[src/rtl/mem_cycle_ctl.sv]
// Memory cycle controller for the PDP-8/I 32k x 12 core: request accept, start/done handshake, read capture, write-back word.
// Optional watchdog abort is built when MEMCTL_TIMEOUT_EN is defined; otherwise err is tied low and cycles wait indefinitely.
module mem_cycle_ctl #(
  parameter int unsigned TIMEOUT = 40
) (
  input  logic        clk,
  input  logic        reset_n,
  input  logic        req,
  input  logic [1:0]  op,
  input  logic [2:0]  field,
  input  logic [11:0] addr,
  input  logic [11:0] wdata,
  output logic        busy,
  output logic        done,
  output logic [11:0] rdata,
  output logic        inc_zero,
  output logic        err,
  output logic        mem_start,
  input  logic        mem_done_n,
  input  logic        strobe_n,
  output logic [14:0] mem_addr,
  output logic [11:0] mem_data,
  input  logic [11:0] mem_rdata
);

  localparam int unsigned DW = 12;
  localparam int unsigned AW = 15;
  localparam int unsigned HW = 5;
  localparam int unsigned WW = 6;

  localparam logic [1:0] OP_DEP = 2'b01;
  localparam logic [1:0] OP_INC = 2'b10;

  typedef enum logic [2:0] {
    S_HOLD  = 3'd0,
    S_IDLE  = 3'd1,
    S_START = 3'd2,
    S_ARM   = 3'd3,
    S_WAIT  = 3'd4
  } state_e;

  state_e          state_q, state_d;
  logic [HW-1:0]   hold_cnt_q, hold_cnt_d;
  logic [1:0]      op_q, op_d;
  logic [AW-1:0]   mem_addr_q, mem_addr_d;
  logic [DW-1:0]   mem_data_q, mem_data_d;
  logic [DW-1:0]   rdata_q, rdata_d;
  logic            inc_zero_q, inc_zero_d;
  logic            done_q, done_d;
  logic            mem_start_q, mem_start_d;
  logic            busy_q, busy_d;
  logic            in_cycle_c;
  logic            abort_c;

  assign in_cycle_c = (state_q == S_START) || (state_q == S_ARM) || (state_q == S_WAIT);

`ifdef MEMCTL_TIMEOUT_EN
  logic [WW-1:0] wdog_q, wdog_d;
  logic          err_q, err_d;

  assign abort_c = in_cycle_c && (wdog_q == WW'(TIMEOUT - 1));

  // Watchdog runs from accept until the cycle ends; err stays up until the next accept.
  always_comb begin
    wdog_d = wdog_q;
    err_d  = err_q;
    if ((state_q == S_IDLE) && req) begin
      wdog_d = '0;
      err_d  = 1'b0;
    end else if (in_cycle_c) begin
      wdog_d = wdog_q + WW'(1);
      if (abort_c) err_d = 1'b1;
    end
  end

  always_ff @(posedge clk or negedge reset_n) begin
    if (!reset_n) begin
      wdog_q <= '0;
      err_q  <= 1'b0;
    end else begin
      wdog_q <= wdog_d;
      err_q  <= err_d;
    end
  end

  assign err = err_q;
`else
  logic unused_timeout;

  assign unused_timeout = ^WW'(TIMEOUT);
  assign abort_c        = 1'b0;
  assign err            = 1'b0;
`endif

  always_ff @(posedge clk or negedge reset_n) begin
    if (!reset_n) state_q <= S_HOLD;
    else          state_q <= state_d;
  end

  // Next state; HOLD lets a memory cycle orphaned by reset or abort run out.
  always_comb begin
    state_d = state_q;
    case (state_q)
      S_HOLD:  if (hold_cnt_q == '1) state_d = S_IDLE;
      S_IDLE:  if (req)              state_d = S_START;
      S_START: if (mem_done_n)       state_d = S_ARM;
      S_ARM:   if (!strobe_n)        state_d = S_WAIT;
      S_WAIT:  if (!mem_done_n)      state_d = S_IDLE;
      default:                       state_d = S_HOLD;
    endcase
    if (abort_c) state_d = S_HOLD;
  end

  // Datapath and output register next values.
  always_comb begin
    hold_cnt_d  = (state_q == S_HOLD) ? hold_cnt_q + HW'(1) : '0;
    op_d        = op_q;
    mem_addr_d  = mem_addr_q;
    mem_data_d  = mem_data_q;
    rdata_d     = rdata_q;
    inc_zero_d  = inc_zero_q;
    done_d      = 1'b0;
    mem_start_d = mem_start_q;
    case (state_q)
      S_IDLE: begin
        if (req) begin
          op_d        = op;
          mem_addr_d  = {field, addr};
          inc_zero_d  = 1'b0;
          mem_start_d = 1'b1;
          if (op == OP_DEP) mem_data_d = wdata;
        end
      end
      S_ARM: begin
        if (!strobe_n) begin
          rdata_d = mem_rdata;
          case (op_q)
            OP_DEP: mem_data_d = mem_data_q;
            OP_INC: begin
              mem_data_d = mem_rdata + DW'(1);
              inc_zero_d = (mem_rdata == '1);
            end
            default: mem_data_d = mem_rdata;
          endcase
        end
      end
      S_WAIT: begin
        if (!mem_done_n) begin
          mem_start_d = 1'b0;
          done_d      = 1'b1;
        end
      end
      default: ;
    endcase
    // An aborted cycle reports completion but leaves the captured results untouched.
    if (abort_c) begin
      rdata_d     = rdata_q;
      mem_data_d  = mem_data_q;
      inc_zero_d  = inc_zero_q;
      mem_start_d = 1'b0;
      done_d      = 1'b1;
    end
    busy_d = (state_d != S_IDLE);
  end

  always_ff @(posedge clk or negedge reset_n) begin
    if (!reset_n) begin
      hold_cnt_q  <= '0;
      op_q        <= '0;
      mem_addr_q  <= '0;
      mem_data_q  <= '0;
      rdata_q     <= '0;
      inc_zero_q  <= 1'b0;
      done_q      <= 1'b0;
      mem_start_q <= 1'b0;
      busy_q      <= 1'b1;
    end else begin
      hold_cnt_q  <= hold_cnt_d;
      op_q        <= op_d;
      mem_addr_q  <= mem_addr_d;
      mem_data_q  <= mem_data_d;
      rdata_q     <= rdata_d;
      inc_zero_q  <= inc_zero_d;
      done_q      <= done_d;
      mem_start_q <= mem_start_d;
      busy_q      <= busy_d;
    end
  end

  assign busy      = busy_q;
  assign done      = done_q;
  assign rdata     = rdata_q;
  assign inc_zero  = inc_zero_q;
  assign mem_start = mem_start_q;
  assign mem_addr  = mem_addr_q;
  assign mem_data  = mem_data_q;

endmodule
[config.mk]
export PLATFORM = sky130hd
export DESIGN_NAME = mem_cycle_ctl
export DESIGN_NICKNAME = d
export VERILOG_FILES = /design/src/rtl/mem_cycle_ctl.sv
export SDC_FILE = /design/constraint.sdc
export NUM_CORES = 1
export LEC_CHECK = 0
export CAP_MARGIN = 40
export CORE_AREA = 2 2 78 80
export DETAILED_ROUTE_END_ITERATION = 7
export DIE_AREA = 0 0 80 82
export DONT_BUFFER_PORTS = 1
export HOLD_SLACK_MARGIN = 0.15
export RECOVER_POWER = 50
export SLEW_MARGIN = 30
export SYNTH_ARGS = -nofsm -noshare
export SYNTH_HDL_FRONTEND = slang
export SYNTH_SLANG_ARGS = --single-unit
[constraint.sdc]
create_clock -name clk -period 4.9 [get_ports clk]
set_clock_uncertainty 0.15 [all_clocks]
set_input_delay 0.98 -clock clk [delete_from_list [all_inputs] [get_ports clk]]
set_output_delay 0.98 -clock clk [all_outputs]
set_load 0.05 [all_outputs]
**Word level (Yosys, flattened, before mapping)**

Index checks and enable logic that the tools add are counted.

- Add/subtract/negate cells: 2
- Equal/unequal tests: 16
- Mux-type cells: 21
- Bitwise operators: 1
- Reduce and logical (&&, ||, !) cells: 8

Operators by type and width:

| operator | number |
|---|---|
| $pmux W12 S2 | 2 |
| $mux W12 | 3 |
| $mux W3 | 5 |
| $pmux W3 S5 | 1 |
| $add A12 B1 Y12 const B | 1 |
| $eq A12 B12 Y1 const B | 1 |
| $ne A2 B2 Y1 const B | 5 |
| $mux W1 | 7 |
| $eq A3 B2 Y1 const B | 2 |
| $add A5 B1 Y5 const B | 1 |
| $eq A5 B5 Y1 const B | 1 |
| $mux W5 | 1 |
| $reduce_and A5 Y1 | 1 |
| $eq A2 B1 Y1 const B | 2 |
| $pmux W1 S2 | 2 |
| $reduce_and A2 Y1 | 2 |
| $reduce_and A4 Y1 | 1 |
| $reduce_bool A2 Y1 | 2 |
| $eq A3 B1 Y1 const B | 1 |
| $eq A3 B3 Y1 const B | 1 |
| $logic_not A3 Y1 | 1 |
| $ne A3 B1 Y1 const B | 1 |
| $reduce_and A3 Y1 | 1 |
| $eq A2 B2 Y1 const B | 1 |
| 2 further kinds | 2 |

- Register bits after elaboration: 53
- Input port bits: 46
- Output and inout port bits: 44

**Depth between registers and ports, before layout**

Gate-level depths: netlist of the first run.

- Depth after elaboration: 4
- Gate-level depth with buffers: 7
- Gate-level depth less buffers: 6

**Worst setup path after synthesis of the first run**

Ideal clock, no wire load.

- Kind: input port to flip-flop
- Start: input port op[1]
- End: register mem_data_q[0], in the netlist mem_data[0]
- Library setup time: 0.125 ns
- Arrival: 2.021 ns
- Slack: 2.605 ns
- Stages: 4
- Path through: and4bb_2 a21oi_1 nor2_2 mux2_2

- Word-level cells in the longest chain between the ends: 3

RTL lines:

| element | line | text |
|---|---|---|
| start: declaration | 9 | `input logic [1:0] op,` |
| $eq A2 B1 Y1 | 131 | `if (op == OP_DEP) mem_data_d = wdata;` |
| $ne A2 B2 Y1 (no line) | -- |  |
| $reduce_and A5 Y1 (no line) | -- |  |
| end signal: assignment | 181 | `mem_data_q <= mem_data_d;` |
| end: declaration | 46 | `logic [DW-1:0] mem_data_q, mem_data_d;` |

Every way passes these cells.
A chain may end at the register's enable or synchronous reset.

**Final worst setup path of the first run**

- Start: register state_q[1]
- End: register inc_zero_q, in the netlist inc_zero

- Word-level cells in the longest chain between the ends: 3
- Elaborated cells on any way between the ends: 8
- Those cells by class: eq/ne: 5; mux: 1; reduce/logical: 2

RTL lines:

| element | line | text |
|---|---|---|
| start: declaration | 42 | `state_e state_q, state_d;` |
| start signal: assignment | 97 | `else state_q <= state_d;` |
| $eq A3 B2 Y1 or $eq A3 B1 Y1 (tied branches) | 124 | `case (state_q)` |
| $ne A2 B1 Y1 (no line), or another cell as far along | -- |  |
| $reduce_and A4 Y1 (no line) | -- |  |
| end signal: assignment | 183 | `inc_zero_q <= inc_zero_d;` |
| end: declaration | 48 | `logic inc_zero_q, inc_zero_d;` |

Several ways; a longest one is shown, not always the timed one.

==> results of run 1 <==
==> power by group through the flow <==
stage                     Clock, mW  Combinational, mW  Sequential [mW]
final                         0.263              0.400             1.38
after global routing          0.295              0.446             1.41
after CTS                     0.275              0.407             1.38
after detailed placement          0              0.407             1.39
after global placement            0              0.393             1.39
after floorplan                   0              0.386             1.32
==> registers in the layout (all words and copies together) (netlist names) <==
register    cells
state_q         3
inc_zero        1
hold_cnt_q      5
busy            1
mem_start       1
rdata          12
mem_data       12
op_q            2
mem_addr       15
done            1
==> per-stage QoR <==
step | cell area [µm²] | instances | setup WS [ns] | utilization, % | hold slack, ns
after global placement | 2550 | 273 | 2.25 | 44.4 | 0.298
after global routing | 2650 | 282 | 1.62 | 46.1 | 0.163
final | 2650 | 282 | 1.91 | 46.1 | 0.196
after detailed placement | 2560 | 273 | 2.27 | 44.5 | 0.304
after CTS | 2660 | 281 | 2.61 | 46.3 | 0.181
after floorplan | 2510 | 206 | 2.60 | - | 0.281
==> cell usage in the layout (no fill, tap or decap), types with 4 or more instances in the layout <==
cell,instances
nor2_1,11
mux2_2,39
a31oi_1,6
clkbuf_8,5
nand2_1,8
inv_1,4
o31ai_1,4
xnor2_1,5
nand4_1,6
nor3_1,4
o21ai_0,10
dfrtp_1,52
==> logic make-up after synthesis <==
family	count (synthesis)	share of synthesized area [%]
muxes	41	18.3
buffers and inverters	12	2.79
AOI/OAI and AO/OA	28	6.98
other	1	0.149
DFF	53	52.9
and+or+nand+nor	61	15.0
xor gates and xnor gates	7	2.44
adders and majority gates	3	1.49
==> per-layer routing <==
| metal | part of all wire (%) | vias to the layer above | wire length, µm | track usage (%) |
|---|---|---|---|---|
| met3 | 11 | 10 | 555 | 7.80 |
| li1 | - | 751 | - | - |
| met5 | 0 | - | 0 | 0 |
| met1 | 43 | 766 | 2200 | 20.5 |
| met2 | 45 | 66 | 2320 | 24.5 |
| met4 | 1.6 | 0 | 85 | 6.10 |
==> worst register-to-register path, cell delays in order (launching register included) <==
cell and delay (ns):
dfrtp_1 0.57, inv_1 0.21, nor3_1 1.46, o22ai_1 0.16, mux2_2 0.34
==> how the worst max path moves through the flow <==
stage	end	slack [ns]
6_report	inc_zero	1.91
5_1_grt	inc_zero	1.62
4_1_cts	inc_zero	2.61
3_5_place_dp	inc_zero	2.27
3_3_place_gp	inc_zero	2.25
2_1_floorplan	mem_data[0]	2.60
==> layout make-up <==
class / count / share of cell area, %
clock inverter: 3 / 1.27
timing repair buffer: 1 / 0.142
sequential: 53 / 50.1
inverter: 4 / 0.566
clock buffer: 5 / 2.60
multi-input combinational: 141 / 41.8
tap: 75 / 3.54
==> results.md, run 1 <==
- Status: finished, violations left
- Failing checks: capacitance limit, slew limit
- Clk sinks: 53
- Sequential area share after synthesis: a little over half
- Hold-fix buffers, CTS: 0
- Area of the multi-input gates: 0.00111 mm²
- Seq cells post-synth: 53
- Layout cells sized above 1: 26.6%
- Post-Syn Instances: 206
- Latest clock arrival within the worst-skew pair: around 0.31 ns
- Post-Route Setup TNS: 0 ns
- Net Switching: 1.08 mW
- Post-Route WL: 5160 µm
- Seq pwr share: about 68%
- Die height: 82 µm
- WL/cell: between 15 and 20 µm
- Netlist cell types: 46
- Post-synth EDFFs: 0
- Die area: approximately 0.0066 mm²
- FF-to-FF path depth: 4
- Yosys top cell by area: dfrtp_1
- Most common cell in the netlist: dfrtp_1
- Clock-pin transition on the worst setup and hold timing paths: 0.11 ns
- Clock period minus worst slack: 2.99 ns
- P per Cell Area: 770 mW/mm²
- Core area: 0.00575 mm²
- Syn Std Cell Area: 0.00251 mm²
- Sequential Area: ~0.0013 mm²
- H-tree depth: 2
- Critical path arrival: 3.05 ns
- RSZ-0062 raised after global routing: false
- Placer congestion estimate: about 0.76
- Peak supply drop: 337 µV
- DRC: 0
- CTS tree: built
- Crit path buf inv count: 1
- Max-cap check violation count: 1
- Leak: ~1.1 nW
- CP Data Required Time: around 5 ns
- CP Depth: 4
- Initial antenna violation count: 0
- Num CTS Buffers: 5
- Slowest cell on the critical path: nor3_1
- Diodes inserted: 0
- Ports: 90
- Synth Flop Type: dfrtp_1
- CP cell instances: inv_1 -> nor3_1 -> o22ai_1 -> mux2_2
- Via count: 1593
- Total power: roughly 2.0 mW
- Worst setup EP type: flip-flop
- Port bufs: 0
- Area delta synth->final: 5.58%
- Sw frac: between 50% and 60%
- Synthesis Warnings: 0
- CP peak stage delay: approximately 1.5 ns
- Aggregate global-route resource usage: between 10% and 20%
- Hold Vio Cnt, Final: 0
- Relative slew slack: -22.4%
- Clock share of power: about an eighth
- P_int: roughly 0.96 mW
- Clock Path Buffers: 2
- Slew Limit Fails: 15
- Fillcell total: between 500 and 600
- Share of Yosys cell area claimed by the top area cell type: 51.8%
- Grt total ovfl: 0
- Kind of cell adding the most delay to the critical path: simple AND/OR/NAND/NOR gates
- Max Clock Freq: between 300 and 400 MHz
- Starting density of the core: between 40% and 50%
- Asr flop ratio synth: 100%
- Reg2reg end: inc_zero
- Net count after synthesis: between 200 and 300
- Pin count of the biggest net entering global routing: between 50 and 60
- Die W: 80 µm
- Final period util: 61.1%
- Final setup viols: 0
- Row cnt: 28
- Vias in the first global route: 1637
- Crit path max fanout: 14
- HPWL Detailed: about 3800 µm
- Vias per inst: between 5 and 6
- Crit path from: state_q[1]
- Iter 0 DRT Violations: 66
- Synth top cells by count: dfrtp_1, mux2_2, nor2_1, o21ai_0, nand2_1
- Type of origin of the critical path: flip-flop
- Syn Area/Cell: between 10 and 15 µm²
- Net count, final: 255
- Post-CTS setup buffers: 0
- Root buf cell: clkbuf_8
- Flop2flop setup slack: between 1.5 and 2 ns
- Worst slew pin tran: about 1.8 ns
- Router iterations before antenna repair: 4
- Part of the power in combinational logic: between 10% and 20%
- Antenna-violating nets left: 0
- Kind of critical path: flip-flop to flip-flop
- First-pass GRT wire length: roughly 8100 µm
- Post_cts resized: 0
- FF-to-FF Start: state_q[1]
- Area contributors post-synth: dfrtp_1, mux2_2, o21ai_0, xnor2_1, nor2_1
- Min-delay worst type: primary input to asynchronous set/reset pin
(Power assumes the default switching activity.)
==> run 2: changes to the inputs <==
- clock period: 4.9 -> 2.4 ns (I/O delays scaled with it)
==> run 2 against run 1 <==
- the flow now finishes without violations
- global-route usage about the same
- maximum frequency up 46%
- die area unchanged
- total power up 110%
- largest power group unchanged
- register-to-register slack worse by 1.6 ns
- clock-buffer cell count unchanged
- critical path depth unchanged
- flip-flop and latch count unchanged
- sequential power up 100%
- routed wire length up 2.9%
==> results.md, run 2 (synthesized netlist as in run 1, its figures left out) <==
- Diodes inserted: 0 (unchanged)
- Pin count of the biggest net entering global routing: 54 (unchanged)
- Vias per inst: 5.56 (-1.6%)
- Net count, final: 268 (+5.1%)
- P per Cell Area: 1540 mW/mm² (+100%)
- WL/cell: 18.0 µm (-1.6%)
- Hold Vio Cnt, Final: 0 (unchanged)
- RSZ-0062 raised after global routing: false
- Critical path arrival: 2.10 ns (-0.95 ns)
- Final period util: 85.3% (+24 points)
- Clock Path Buffers: 2 (unchanged)
- Max-cap check violation count: 0 (-1)
- Max Clock Freq: 488 MHz (+46%)
- Most frequent cells in the layout: dfrtp_1, mux2_2, nor2_1, dlygate4sd3_1, o21ai_0
- Die height: 82 µm (unchanged)
- Post-Route Setup TNS: 0 ns (unchanged)
- Post-CTS setup buffers: 0 (unchanged)
- CTS tree: built
- Starting density of the core: 43.7% (unchanged)
- Worst hold slack: 0.158 ns (-0.0380 ns)
- First-pass GRT wire length: 8070 µm (-0.59%)
- Worst setup EP type: flip-flop
- Die area: 0.00656 mm² (unchanged)
- Clock-pin transition on the worst setup and hold timing paths: 0.10 ns (about the same)
- Grt total ovfl: 0 (unchanged)
- Total power: 4.30 mW (+110%)
- Clock period minus worst slack: 2.05 ns (-0.947 ns)
- CP cell instances: and4bb_2 -> a21oi_1 -> nor2_2 -> mux2_2
- CP Data Required Time: 2.46 ns (-2.50 ns)
- Crit path buf inv count: 0 (-1)
- Layout cells sized above 1: 26.8% (+0.25 points)
- Vias in the first global route: 1611 (-1.6%)
- Kind of critical path: flip-flop to flip-flop
- Row cnt: 28 (unchanged)
- Aggregate global-route resource usage: 16.3% (-0.025 points)
- Placer congestion estimate: 0.815 (+7.5%)
- DRC: 0 (unchanged)
- Leak: 1.16 nW (+5.9%)
- Layout Utilization: 48.6% (+2.4 points)
- Peak supply drop: 813 µV (+140%)
- Worst setup margin: 0.352 ns (-1.55 ns)
- Iter 0 DRT Violations: 98 (+48%)
- Crit path max fanout: 12 (-2)
- Port bufs: 0 (unchanged)
- Router iterations before antenna repair: 4 (unchanged)
- HPWL Detailed: 3790 µm (-0.50%)
- Status: completed
- Ports: 90 (unchanged)
- H-tree depth: 2 (unchanged)
- Antenna-violating nets left: 0 (unchanged)
- Via count: 1640 (+3.0%)
- Type of origin of the critical path: flip-flop
- Num CTS Buffers: 5 (unchanged)
- Slowest cell on the critical path: dfrtp_1
- CP peak stage delay: 0.50 ns (-0.95 ns)
- Kind of cell adding the most delay to the critical path: simple AND/OR/NAND/NOR gates
- Relative slew slack: 14.7% (+37 points)
- Worst slew pin tran: 1.28 ns (-0.543 ns)
- Initial antenna violation count: 0 (unchanged)
- Max reg flops: 15 (unchanged)
- Pre-CTS WS: 0.372 ns (-1.90 ns)
- Root buf cell: clkbuf_8
- Slew Limit Fails: 0 (-15)
- Latest clock arrival within the worst-skew pair: 0.31 ns (about the same)
- Final setup viols: 0 (unchanged)
- Die W: 80 µm (unchanged)
- Core area: 0.00575 mm² (unchanged)
- Min-delay worst type: primary input to flip-flop
- Area delta synth->final: 11.2%
- Commonest non-fill, non-tap cell in the layout: dfrtp_1
- Clk sinks: 53 (unchanged)
- Post-Route WL: 5310 µm (+2.9%)
-- run 2: changes by cell type in the layout (fill, tap and decap cells not counted), sizes merged --
cell,change
bufinv,+1
buf,+2
clkinv,-3
dlygate4sd3,+11
inv,+2
-- run 2: worst register-to-register path: stages (launching register included) --
cell and delay, ns:
dfrtp_1 0.50, and4bb_2 0.39, a21oi_1 0.10, nor2_2 0.40
mux2_2 0.40
-- run 2: stage by stage --
stage | instance area [µm²] | std cells
floorplan | 2510 | 206
global placement | 2560 | 275
detailed placement | 2560 | 275
CTS | 2730 | 286
global route | 2790 | 295
finish | 2790 | 295
-- run 2: worst paths after layout --
check	cells after the start	start	slack, ns	to
worst min register to register	1	hold_cnt_q[0]	0.33	hold_cnt_q[0]
worst min-delay path	1	mem_rdata[4]	0.16	rdata[4]
worst max register to register	4	state_q[1]	0.35	mem_data[1]
worst max-delay path	4	state_q[1]	0.35	mem_data[1]
max in group asynchronous	2	reset_n	0.51	rdata[6]
min in group asynchronous	2	reset_n	0.82	mem_addr[8]
-- run 2: what timing repair did --
action	CTS	global route
resized for setup	0	0
endpoints found under the hold margin	54	9
hold buffers	3	9
-- run 2: layout make-up --
cell class	instances	area (µm²)
clock inverters	3	47.5
clock buffers	5	68.8
repair buffers	14	130
inverters	4	15.0
fillers	544	2950
multi-input cells	141	1110
well taps	75	93.8
flip-flops and latches	53	1330
-- run 2: per-layer routing --
| metal | vias up | global-route usage, % | part of all wire, % |
|---|---|---|---|
| met2 | 62 | 25.7 | 47 |
| met1 | 798 | 20.4 | 42 |
| met5 | - | 0 | 0 |
| li1 | 775 | - | - |
| met3 | 5 | 6.48 | 9.6 |
| met4 | 0 | 6.10 | 1.3 |
-- run 2: where the power goes --
part	switching, mW	internal (mW)
Sequential	1.54	1.27
Combinational	0.366	0.491
Clock	0.311	0.318
Total	2.22	2.08
